$ cat config.mk
export PLATFORM = sky130hd
export DESIGN_NAME = spi_master
export DESIGN_NICKNAME = d
export VERILOG_FILES = /design/src/rtl/spi_pkg.sv /design/src/rtl/spi_clk_div.sv /design/src/rtl/spi_master.sv
export SDC_FILE = /design/constraint.sdc
export NUM_CORES = 1
export LEC_CHECK = 0
export CORE_ASPECT_RATIO = 1.2
export CORE_MARGIN = 2
export CORE_UTILIZATION = 30
export DETAILED_ROUTE_END_ITERATION = 6
export HOLD_SLACK_MARGIN = 0.03
export SKIP_LAST_GASP = 1
export SLEW_MARGIN = 0
export SYNTH_ARGS = -nofsm -noshare
export SYNTH_HDL_FRONTEND = slang
export SYNTH_HIERARCHICAL = 1
export SYNTH_SLANG_ARGS = --single-unit
$ cat constraint.sdc
create_clock -name clk -period 4.7 [get_ports clk]
set_input_delay 0.94 -clock clk [delete_from_list [all_inputs] [get_ports clk]]
set_output_delay 0.94 -clock clk [all_outputs]
set_load 0.005 [all_outputs]
$ cat src/rtl/spi_pkg.sv
// Shared types for the SPI master: transfer FSM states and {CPOL,CPHA} mode codes.
package spi_pkg;
  typedef enum logic [1:0] {
    IDLE  = 2'd0,
    LEAD  = 2'd1,
    SHIFT = 2'd2,
    TRAIL = 2'd3
  } state_t;

  localparam logic [1:0] MODE0 = 2'b00;
  localparam logic [1:0] MODE1 = 2'b01;
  localparam logic [1:0] MODE2 = 2'b10;
  localparam logic [1:0] MODE3 = 2'b11;
endpackage

$ cat src/rtl/spi_clk_div.sv
// Half-period tick generator: tick every clk_div+1 enabled cycles while run is high.
// load restarts the count from div; ena low freezes the counter and suppresses tick.
module spi_clk_div #(
  parameter int DIV_WIDTH = 8
) (
  input  logic                 clk,
  input  logic                 rst,
  input  logic                 ena,
  input  logic                 load,
  input  logic                 run,
  input  logic [DIV_WIDTH-1:0] div,
  output logic                 tick
);
  localparam logic [DIV_WIDTH-1:0] ONE = DIV_WIDTH'(1);

  logic [DIV_WIDTH-1:0] cnt;
  logic [DIV_WIDTH-1:0] div_q;

  assign tick = ena && run && (cnt == '0);

  always_ff @(posedge clk) begin
    if (rst) begin
      cnt   <= '0;
      div_q <= '0;
    end else if (ena) begin
      if (load) begin
        cnt   <= div;
        div_q <= div;
      end else if (tick) begin
        cnt <= div_q;
      end else if (run) begin
        cnt <= cnt - ONE;
      end
    end
  end
endmodule

$ cat src/rtl/spi_master.sv
// SPI master: one WIDTH-bit full-duplex MSB-first word per start; rx at 1+(2*WIDTH+1)*H cycles.
// ena low freezes all state; hold_ss with start at end of TRAIL chains words under one spi_ss.
module spi_master
  import spi_pkg::*;
#(
  parameter int WIDTH     = 8,
  parameter int DIV_WIDTH = 8
) (
  input  logic                 clk,
  input  logic                 rst,
  input  logic                 ena,
  input  logic                 start,
  input  logic                 hold_ss,
  input  logic [DIV_WIDTH-1:0] clk_div,
  input  logic                 spi_clk_polarity,
  input  logic                 spi_clk_phase,
  input  logic [WIDTH-1:0]     bus_in,
  output logic [WIDTH-1:0]     bus_out,
  output logic                 tx,
  output logic                 rx,
  output logic                 busy,
  output logic                 spi_clk,
  output logic                 spi_ss,
  output logic                 spi_out,
  input  logic                 spi_in
);
  localparam int EW = $clog2(2 * WIDTH + 1);
  localparam logic [EW-1:0] LAST_EDGE = EW'(2 * WIDTH - 1);
  localparam logic [EW-1:0] EDGE_ONE  = EW'(1);

  state_t           state;
  state_t           state_nxt;
  logic             tick;
  logic             accept;
  logic             done;
  logic             edge_evt;
  logic             leading;
  logic             shift_now;
  logic             sample_now;
  logic [EW-1:0]    edge_cnt;
  logic             cpha_q;
  logic [WIDTH-1:0] tx_sr;
  logic [WIDTH-1:0] rx_sr;

  spi_clk_div #(.DIV_WIDTH(DIV_WIDTH)) u_div (
    .clk  (clk),
    .rst  (rst),
    .ena  (ena),
    .load (accept),
    .run  (busy),
    .div  (clk_div),
    .tick (tick)
  );

  always_ff @(posedge clk) begin
    if (rst) begin
      state <= IDLE;
    end else if (ena) begin
      state <= state_nxt;
    end
  end

  always_comb begin
    state_nxt = state;
    case (state)
      IDLE:  if (start) state_nxt = LEAD;
      LEAD:  if (tick) state_nxt = SHIFT;
      SHIFT: if (tick && edge_cnt == LAST_EDGE) state_nxt = TRAIL;
      TRAIL: if (tick) state_nxt = (hold_ss && start) ? LEAD : IDLE;
      default: state_nxt = IDLE;
    endcase
  end

  // edge_cnt counts spi_clk edges already emitted, so an even count means the next edge is leading
  always_comb begin
    busy       = (state != IDLE);
    done       = (state == TRAIL) && tick;
    accept     = ((state == IDLE) && start) || (done && hold_ss && start);
    edge_evt   = tick && ((state == LEAD) || (state == SHIFT));
    leading    = !edge_cnt[0];
    shift_now  = edge_evt && (leading == cpha_q);
    sample_now = edge_evt && (leading != cpha_q);
  end

  always_ff @(posedge clk) begin
    if (rst) begin
      spi_ss   <= 1'b1;
      spi_clk  <= spi_clk_polarity;
      spi_out  <= 1'b0;
      bus_out  <= '0;
      tx       <= 1'b0;
      rx       <= 1'b0;
      edge_cnt <= '0;
      cpha_q   <= 1'b0;
      tx_sr    <= '0;
      rx_sr    <= '0;
    end else if (ena) begin
      tx <= accept;
      rx <= done;
      if (done) bus_out <= rx_sr;
      if (accept) begin
        cpha_q   <= spi_clk_phase;
        spi_ss   <= 1'b0;
        spi_clk  <= spi_clk_polarity;
        edge_cnt <= '0;
        rx_sr    <= '0;
        // CPHA=0 must present the MSB before the first leading edge
        if (spi_clk_phase) begin
          tx_sr <= bus_in;
        end else begin
          tx_sr   <= {bus_in[WIDTH-2:0], 1'b0};
          spi_out <= bus_in[WIDTH-1];
        end
      end else begin
        if (done) spi_ss <= 1'b1;
        if (!busy) spi_clk <= spi_clk_polarity;
        if (edge_evt) begin
          spi_clk  <= ~spi_clk;
          edge_cnt <= edge_cnt + EDGE_ONE;
        end
        if (shift_now) begin
          spi_out <= tx_sr[WIDTH-1];
          tx_sr   <= {tx_sr[WIDTH-2:0], 1'b0};
        end
        if (sample_now) rx_sr <= {rx_sr[WIDTH-2:0], spi_in};
      end
    end
  end
endmodule

==> Word-level counts from Yosys, hierarchy flattened <==
Index checks and enable logic that the tools add are counted.
{ "totals": {"regBits": 53, "latch_bits": 0, "mem_bits_rw": 0, "rom_bits": 0, "in_bits": 24, "output_inout_bits": 14, "word_cells": 87, "mem_count": 0} }
{ "op_classes": {"addsub": 2, "n_mul": 0, "n_div": 0, "order_cmp": 0, "n_eq_ne": 12, "shifts": 0, "n_mux": 26, "bitwise_logic": 1, "reduce_logical": 33} }
{ "op_table": {"columns": ["cell", "n"], "rows": [
  ["two-way mux 8 bit", 8],
  ["AND reduction 2 bit", 8],
  ["nonzero test 2 bit", 6],
  ["logical AND 1 bit", 11],
  ["two-way mux 1 bit", 11],
  ["two-way mux 5 bit", 2],
  ["inequality test 2 bit (second input constant)", 5],
  ["zero test 8 bit", 1],
  ["two-way mux 2 bit", 4],
  ["case mux 2 bit (4 select lines)", 1],
  ["subtractor 8 x 1 -> 8 bit (second input constant)", 1],
  ["adder 5 x 1 -> 5 bit (second input constant)", 1],
  ["equality test 5 x 4 -> 1 bit (second input constant)", 1],
  ["AND reduction 5 bit", 1],
  ["equality test 2 bit (second input constant)", 2],
  ["inequality test 4 bit (second input constant)", 1],
  ["AND reduction 3 bit", 1],
  ["nonzero test 3 bit", 1],
  ["equality test 2 x 1 -> 1 bit (second input constant)", 1],
  ["zero test 2 bit", 1],
  ["logical OR 1 bit", 2],
  ["equality test 1 bit", 1],
  ["zero test 1 bit", 1],
  ["inequality test 1 bit", 1],
  ["inverter 1 bit", 1]
]} }

==> Logic depth before layout (Yosys ltp) <==
Gate-level depths: netlist of the first run.
{ "depth": {"ltp_word": 10, "ltp_mapped": 15, "depth_no_buf": 12} }

==> By module <==
Netlist of the first run, hierarchy kept.
{ "by_module_without_submodules": {"columns": ["mod", "instances", "cells_each", "area_each_um2", "seq_area_each_um2"], "rows": [
  ["spi_master", 1, 208, 1803.0, 750.7],
  ["spi_clk_div", 1, 109, 879.6, 320.3]
]} }

==> Worst setup path after synthesis of the first run <==
OpenSTA, ideal clock, no wires.
{ "synth_path": {"path_type": "input-to-reg", "from": "input port ena", "to": "register u_div.cnt[1]", "setup_ps": 122, "arrival_ps": 2983, "path_slack_ps": 1595, "path_stages": 12, "n_path_buf": 4, "cell_sequence": "nand4b_2 -> nor3_4 -> buf_6 -> a31o_2 -> nand2_4 -> inv_2 -> buf_6 -> clkbuf_1 -> nand2_1 -> clkbuf_1 -> o221ai_1 -> a21oi_1"} }
{ "synth_between": {"elab_chain_cells": 8, "word_cells_on_any_way": 10} }
{ "synth_lines": {"columns": ["element", "line_no", "text"], "rows": [
  ["from (decl)", "spi_master.sv:11", "input logic ena,"],
  ["logical AND 1 bit * (2 in series)", "spi_clk_div.sv:19", "assign tick = ena && run && (cnt == '0);"],
  ["net tick", "spi_master.sv:33", "logic tick;"],
  ["logical AND 1 bit *", "spi_master.sv:77", "done = (state == TRAIL) && tick;"],
  ["logical AND 1 bit * (2 in series)", "spi_master.sv:78", "accept = ((state == IDLE) && start) || (done && hold_ss && start);"],
  ["logical OR 1 bit *", "spi_master.sv:78", null],
  ["net accept", "spi_master.sv:34", "logic accept;"],
  ["nonzero test 3 bit (no source line)", null, null],
  ["AND reduction 2 bit (no source line)", null, null],
  ["to (signal assigned)", "spi_clk_div.sv:27", "cnt <= div;"],
  ["to (signal assigned)", "spi_clk_div.sv:30", "cnt <= div_q;"],
  ["to (signal assigned)", "spi_clk_div.sv:32", "cnt <= cnt - ONE;"],
  ["to (decl)", "spi_clk_div.sv:16", "logic [DIV_WIDTH-1:0] cnt;"]
]} }
The timed path passes the listed nets; every way through them passes the cells marked *.
A chain may end at the register's enable or synchronous reset.

==> Worst setup path after layout of the first run <==
{ "layout_path": {"from": "input port ena", "to": "register u_div.cnt[2]"} }
{ "layout_between": {"elab_chain_cells": 8, "word_cells_on_any_way": 10} }
{ "layout_lines": {"columns": ["element", "line_no"], "rows": [
  ["logical AND 1 bit * (2 in series)", "spi_clk_div.sv:19"],
  ["net tick", "spi_master.sv:33"],
  ["logical AND 1 bit", "spi_master.sv:77"],
  ["logical AND 1 bit (2 in series)", "spi_master.sv:78"],
  ["logical OR 1 bit", "spi_master.sv:78"],
  ["nonzero test 3 bit (no source line)", null],
  ["AND reduction 2 bit (no source line)", null]
]} }
Marked as above.

==> results.md, run 1 <==
- Most common cell after layout, fill and taps aside: nand2_1
- Fin area: 3240 µm²
- Synth top area cells: dfxtp_1 39%, a21oi_1 9.0%, nand2_1 8.0%
- HPWL Detailed: 4.40 mm
- CP Launch Type: input port
- Yosys reg bits: 53
- EDFF count, synth: 1
- Ports: 38
- Worst vdd ir: 0.000143 V
- Die area: 9720 µm²
- Rel. slew slack: 35.4%
- Drc violations: 0
- Skew-Pair Late Insertion Delay: 0.32 ns
- Area growth, synth to finish: 20.8%
- Gate power share: 27.0%
- Port bufs: 37
- Switching Share: 32.4%
- Post-synthesis sequential area ratio: 39.9%
- Max-cap violations: 0
- Die span in x: 90.3 µm
- DR vias: 2377
- Period utilization: 81.9%
- H-tree depth: 2
- Worst EP required: 4.94 ns
- Slew @ Worst Pin: 0.970 ns
- Asr flop ratio synth: 0%
- Clock root cell: clkbuf_8
- Placed cell area: 3130 µm²
- Final min period: 3.85 ns
- Clock Sink Count: 53
- Cell area after synthesis: 2680 µm²
- Cell variety after synth: 54
- CTS Buffer Depth: 2
- CTS Hold Bufs: 0
- Worst Path Arrival: 4.09 ns
- Post-CTS Setup Bufs: 0
- Grt total ovfl: 0
- Hold depth: 2
- Setup TNS: 0 ns
- CTS clock-pin slew for the worst setup and hold paths: 0.10 ns
- Wire per inst: 13.3 µm
- Via count of the first global-routing pass: 2249
- Critical path capture point type: flop
- RSZ-0062 raised after global routing: no
- Final Hold Violating Endpoints: 0
- Pwr per Cell Area: 351 nW/µm²
- Register-to-Register Path Depth: 12
- Reg2Reg Launch Point: state[0]
- Total Power: 1140 µW
- Hold Crit Start: tx_sr[6]
- P_leak: 0.00114 µW
- Dpl ws: 0.497 ns
- Clock network fraction of total power: 28.0%
- Hold Path End: tx_sr[6]
- Core Util, Final: 37.4%
- Sequential power share: 45.0%
- Yosys top cell by area: dfxtp_1
- Rows: 37
- Status: finished clean
- CP max FO: 23
- Drt via density: 5.11
- CTS buffer count: 5
- Ys Warns: 6
- Total Routing Usage GR: 12.9%
- Hold crit path type: reg -> reg
- Antenna Nets Post-Route: 0
- Final setup viols: 0
- Max Clk Rate: 0.260 GHz
- Setup Crit Path Kind: in -> reg
- Placer congestion estimate: 0.880
- FF-to-FF setup slack: 0.99 ns
- Worst clock skew: 0.0116 ns
- Iteration count of the initial detailed-routing pass: 4
- Final Routed Wirelength: 6.19 mm
- Largest net degree at the start of global routing: 52
- Synth top area share: 38.8%
- Pint: 769 µW
- Max Slew Vio Count: 0
- Cells after Synth: 317
- Layout Nets: 380
- First-pass GRT wire length: 10.4 mm
- Layout cells sized above 1: 7.47%
- Final setup margin: 0.852 ns
- Syn_area_per_cell: 8.46 µm²
- Die Span Y: 108 µm
- Initial core utilization: 31.0%
- Core ar.: 8660 µm²
- P_sw: 368 µW
- Commonest non-fill, non-tap cells in the layout: 57 x nand2_1, 52 x dfxtp_1, 48 x a21oi_1
- Most common flop cell mapped by yosys: dfxtp_1
- CTS-repair resized insts: 0
- Syn_nets: 350
- Initial antenna violation count: 0
- R2r endpoint: u_div/cnt[2]
- Iter 0 DRT Violations: 143
- CTS tree: yes
- Ant diodes: 0
==> worst max-delay path: stages <==
cell             delay (ns)
clkdlybuf4s50_1        0.49
nand4b_2               0.27
nor3_4                 0.26
a31o_2                 0.39
nand2_4                0.13
inv_2                  0.38
o21ai_1                0.31
nor2_1                 0.57
a22oi_1                0.13
o22ai_1                0.19
==> worst max path at each step <==
stage,start,to,depth (start not counted)
floorplan,ena,u_div/cnt[1],12
global placement,ena,u_div/cnt[2],10
detailed placement,ena,u_div/cnt[2],10
CTS,ena,u_div/cnt[2],10
global route,ena,u_div/cnt[2],10
finish,ena,u_div/cnt[2],10
==> per-layer routing <==
metal	routed length, µm	part of all wire, %	global-route usage, %	vias to the layer above
met5	0	0	0	-
met4	51	0.82	2.75	0
met3	279	4.5	2.94	5
met2	3060	49	24.1	56
met1	2800	45	15.2	1117
li1	-	-	-	1199
==> cell type report <==
type                       count  area [µm²]
fill                         921        5420
multi-input combinational    237        1490
sequential                    53        1070
timing repair buffer          39         380
tap                          117         146
clock buffer                   5        68.8
clock inverter                 3        43.8
inverter                      11        41.3
==> Yosys cell counts (2+ instances only) <==
| cell | number |
|---|---|
| a211oi_1 | 2 |
| a21oi_1 | 48 |
| a221oi_1 | 2 |
| a22oi_2 | 2 |
| a31o_2 | 2 |
| a31oi_1 | 3 |
| and3_1 | 3 |
| buf_2 | 3 |
| buf_6 | 2 |
| clkbuf_1 | 9 |
| dfxtp_1 | 52 |
| ha_1 | 9 |
| inv_1 | 10 |
| mux2i_1 | 13 |
| nand2_1 | 57 |
| nand2b_1 | 5 |
| nand3_1 | 18 |
| nand4_1 | 2 |
| nor2_1 | 10 |
| nor3_1 | 6 |
| o211ai_1 | 10 |
| o21ai_0 | 5 |
| o221ai_1 | 4 |
| o31a_1 | 2 |
| or2_2 | 2 |
| or3_1 | 2 |
| or4_1 | 2 |
| xor2_1 | 6 |
==> power by group through the flow <==
stage               sequential (µW)  combinational, µW  clock [µW]
floorplan                       510                237           0
global placement                521                304           0
detailed placement              521                305           0
CTS                             511                308         329
global route                    516                341         347
finish                          512                307         319
==> stage by stage <==
stage               instances  hold slack, ns
floorplan                 317           0.431
global placement          457           0.439
detailed placement        457           0.445
CTS                       465           0.457
global route              465           0.470
finish                    465           0.456
==> kinds of logic (layout without fill, tap and decap cells) <==
logic type	count (synthesis)	count (layout)	synth area share (%)
buffers and inverters	27	58	4.62
flip-flops	53	53	39.9
adder cells (fa/ha/maj)	9	9	4.20
XOR/XNOR	7	7	2.29
AO/OA/AOI/OAI	95	95	24.0
AND/OR/NAND/NOR	113	113	20.1
multiplexers	13	13	4.85
==> flip-flops by register name (all words and copies together), names as in the netlist <==
| register | flops |
|---|---|
| bus_out | 8 |
| rx_sr | 8 |
| tx_sr | 8 |
| u_div/cnt | 8 |
| u_div/div_q | 8 |
| edge_cnt | 5 |
| state | 2 |
| cpha_q | 1 |
| rx | 1 |
| spi_clk | 1 |
| spi_out | 1 |
| spi_ss | 1 |
| tx | 1 |
Note: power is estimated with default switching activity, not from simulation.
==> run 2, diff against run 1 <==
==> constraint.sdc (replaced) <==
create_clock -name clk -period 3.41 [get_ports clk]
set_input_delay 0.682 -clock clk [delete_from_list [all_inputs] [get_ports clk]]
set_output_delay 0.682 -clock clk [all_outputs]
set_load 0.005 [all_outputs]
==> results.md, run 2 (same netlist as run 1, synthesis figures left out) <==
- Grt total ovfl: 0 (unchanged)
- Max-cap violations: 0 (unchanged)
- P_sw: 539 µW (+47%)
- Setup TNS: 0 ns (unchanged)
- Drc violations: 0 (unchanged)
- CTS Buffer Depth: 2 (unchanged)
- H-tree depth: 2 (unchanged)
- Max Slew Vio Count: 0 (unchanged)
- Clock root cell: clkbuf_8
- Worst Path Arrival: 2.98 ns (-1.11 ns)
- Layout cells sized above 1: 8.78% (+1.3 points)
- Core ar.: 8660 µm² (unchanged)
- Worst vdd ir: 0.000211 V (+48%)
- Die Span Y: 108 µm (unchanged)
- Final setup margin: 0.680 ns (-0.172 ns)
- Total Routing Usage GR: 13.6% (+0.63 points)
- Sequential power share: 45.6% (+0.6 points)
- Commonest non-fill, non-tap cells in the layout: 57 x nand2_1, 52 x dfxtp_1, 48 x a21oi_1
- Rel. slew slack: 35.3% (about the same)
- Dpl ws: 0.448 ns (-0.0481 ns)
- P_leak: 0.00116 µW (+1.4%)
- CTS Hold Bufs: 0 (unchanged)
- Worst EP required: 3.66 ns (-1.28 ns)
- Rows: 37 (unchanged)
- Antenna Nets Post-Route: 0 (unchanged)
- Iter 0 DRT Violations: 121 (-15%)
- Worst clock skew: 0.00931 ns (-0.00227 ns)
- Hold Slack: 0.460 ns (+0.00327 ns)
- Pwr per Cell Area: 473 nW/µm² (+35%)
- Die area: 9720 µm² (unchanged)
- Clock network fraction of total power: 25.7% (-2.3 points)
- CTS-repair resized insts: 0 (unchanged)
- CTS clock-pin slew for the worst setup and hold paths: 0.11 ns (about the same)
- Initial antenna violation count: 0 (unchanged)
- CP Launch Type: flop
- Hold crit path type: reg -> reg
- CP max FO: 10 (-57%)
- Area growth, synth to finish: 21.8%
- Post-CTS Setup Bufs: 0 (unchanged)
- Ports: 38 (unchanged)
- Gate power share: 28.6% (+1.6 points)
- Setup Crit Path Kind: reg -> reg
- Drt via density: 5.14 (+0.48%)
- Clock Sink Count: 53 (unchanged)
- Slew @ Worst Pin: 0.970 ns (+0.000301 ns)
- Via count of the first global-routing pass: 2282 (+1.5%)
- Max Clk Rate: 0.366 GHz
- CTS tree: yes
- Wire per inst: 13.7 µm (+3.2%)
- Placer congestion estimate: 0.835 (-5.1%)
- First-pass GRT wire length: 10.8 mm (+3.1%)
- Hold Crit Start: tx_sr[0]
- DR vias: 2414 (+1.6%)
- Layout Nets: 385 (+1.3%)
- Critical path capture point type: flop
- Most common cell after layout, fill and taps aside: nand2_1
- Final Routed Wirelength: 6.46 mm (+4.3%)
- Filler cells: 900 (-2.3%)
- Largest net degree at the start of global routing: 52 (unchanged)
- Final setup viols: 0 (unchanged)
- Period utilization: 80.1%
- HPWL Detailed: 4.68 mm (+6.4%)
- Pint: 1010 µW (+31%)
- Switching Share: 34.9% (+2.5 points)
- Final Hold Violating Endpoints: 0 (unchanged)
- Total Power: 1540 µW (+36%)
- Crit path from: state[0]
- Skew-Pair Late Insertion Delay: 0.32 ns (about the same)
- RSZ-0062 raised after global routing: no
- Status: finished clean
- Die span in x: 90.3 µm (unchanged)
- Initial core utilization: 31.0% (unchanged)
- Iteration count of the initial detailed-routing pass: 4 (unchanged)
- Port bufs: 37 (unchanged)
- Ant diodes: 0 (unchanged)
- Reg2Reg Launch Point: state[0]
- CTS buffer count: 5 (unchanged)
- Final min period: 2.73 ns
[run 2: changes by cell type in the layout (fill, tap and decap cells not counted)]
cell	previous run	this run
clkinv_8	0	1
inv_6	1	0
bufinv_16	1	0
buf_4	2	7
clkinv_4	0	2
clkinv_2	1	0
[run 2: power groups by stage]
stage | Combinational (µW) | Sequential (µW) | Clock, µW
floorplan | 327 | 703 | 0
global placement | 436 | 718 | 0
detailed placement | 441 | 719 | 0
CTS | 443 | 704 | 409
global route | 489 | 712 | 437
finish | 442 | 705 | 398
[run 2: critical path: stages, from the launching register on]
cell      delay [ns]
dfxtp_1         0.41
inv_1           0.10
ha_1            0.25
inv_1           0.20
nand4b_2        0.17
nor3_4          0.21
a31o_2          0.22
nand2_4         0.09
inv_2           0.19
o21ai_1         0.24
nor2_1          0.16
buf_4           0.18
a22oi_1         0.07
o22ai_1         0.16
[run 2: through the flow]
step | cells | area (µm²) | utilization, %
detailed placement | 462 | 3160 | 36.6
CTS | 470 | 3270 | 37.7
global placement | 462 | 3160 | 36.6
floorplan | 317 | 2680 | -
finish | 470 | 3270 | 37.7
global route | 470 | 3270 | 37.7
[run 2: metal layers]
layer	part of all wire (%)	track usage, %
met5	0	0
met4	1.1	3.96
met3	4.7	2.52
met2	50	24.7
met1	44	16.3
[run 2: cell type report]
type	instances	area (µm²)	area share [%]
clock buffer	5	68.8	2.11
clock inverter	3	33.8	1.03
inverter	11	41.3	1.26
multi-input combinational	237	1490	45.5
sequential	53	1070	32.8
tap	117	146	4.48
timing repair buffer	44	418	12.8
[run 2: final timing paths]
kind | slack, ns | end | depth (start not counted)
worst max-delay path | 0.68 | u_div/cnt[2] | 13
worst min-delay path | 0.46 | tx_sr[0] | 2
worst max register to register | 0.68 | u_div/cnt[2] | 13
worst min register to register | 0.46 | tx_sr[0] | 2
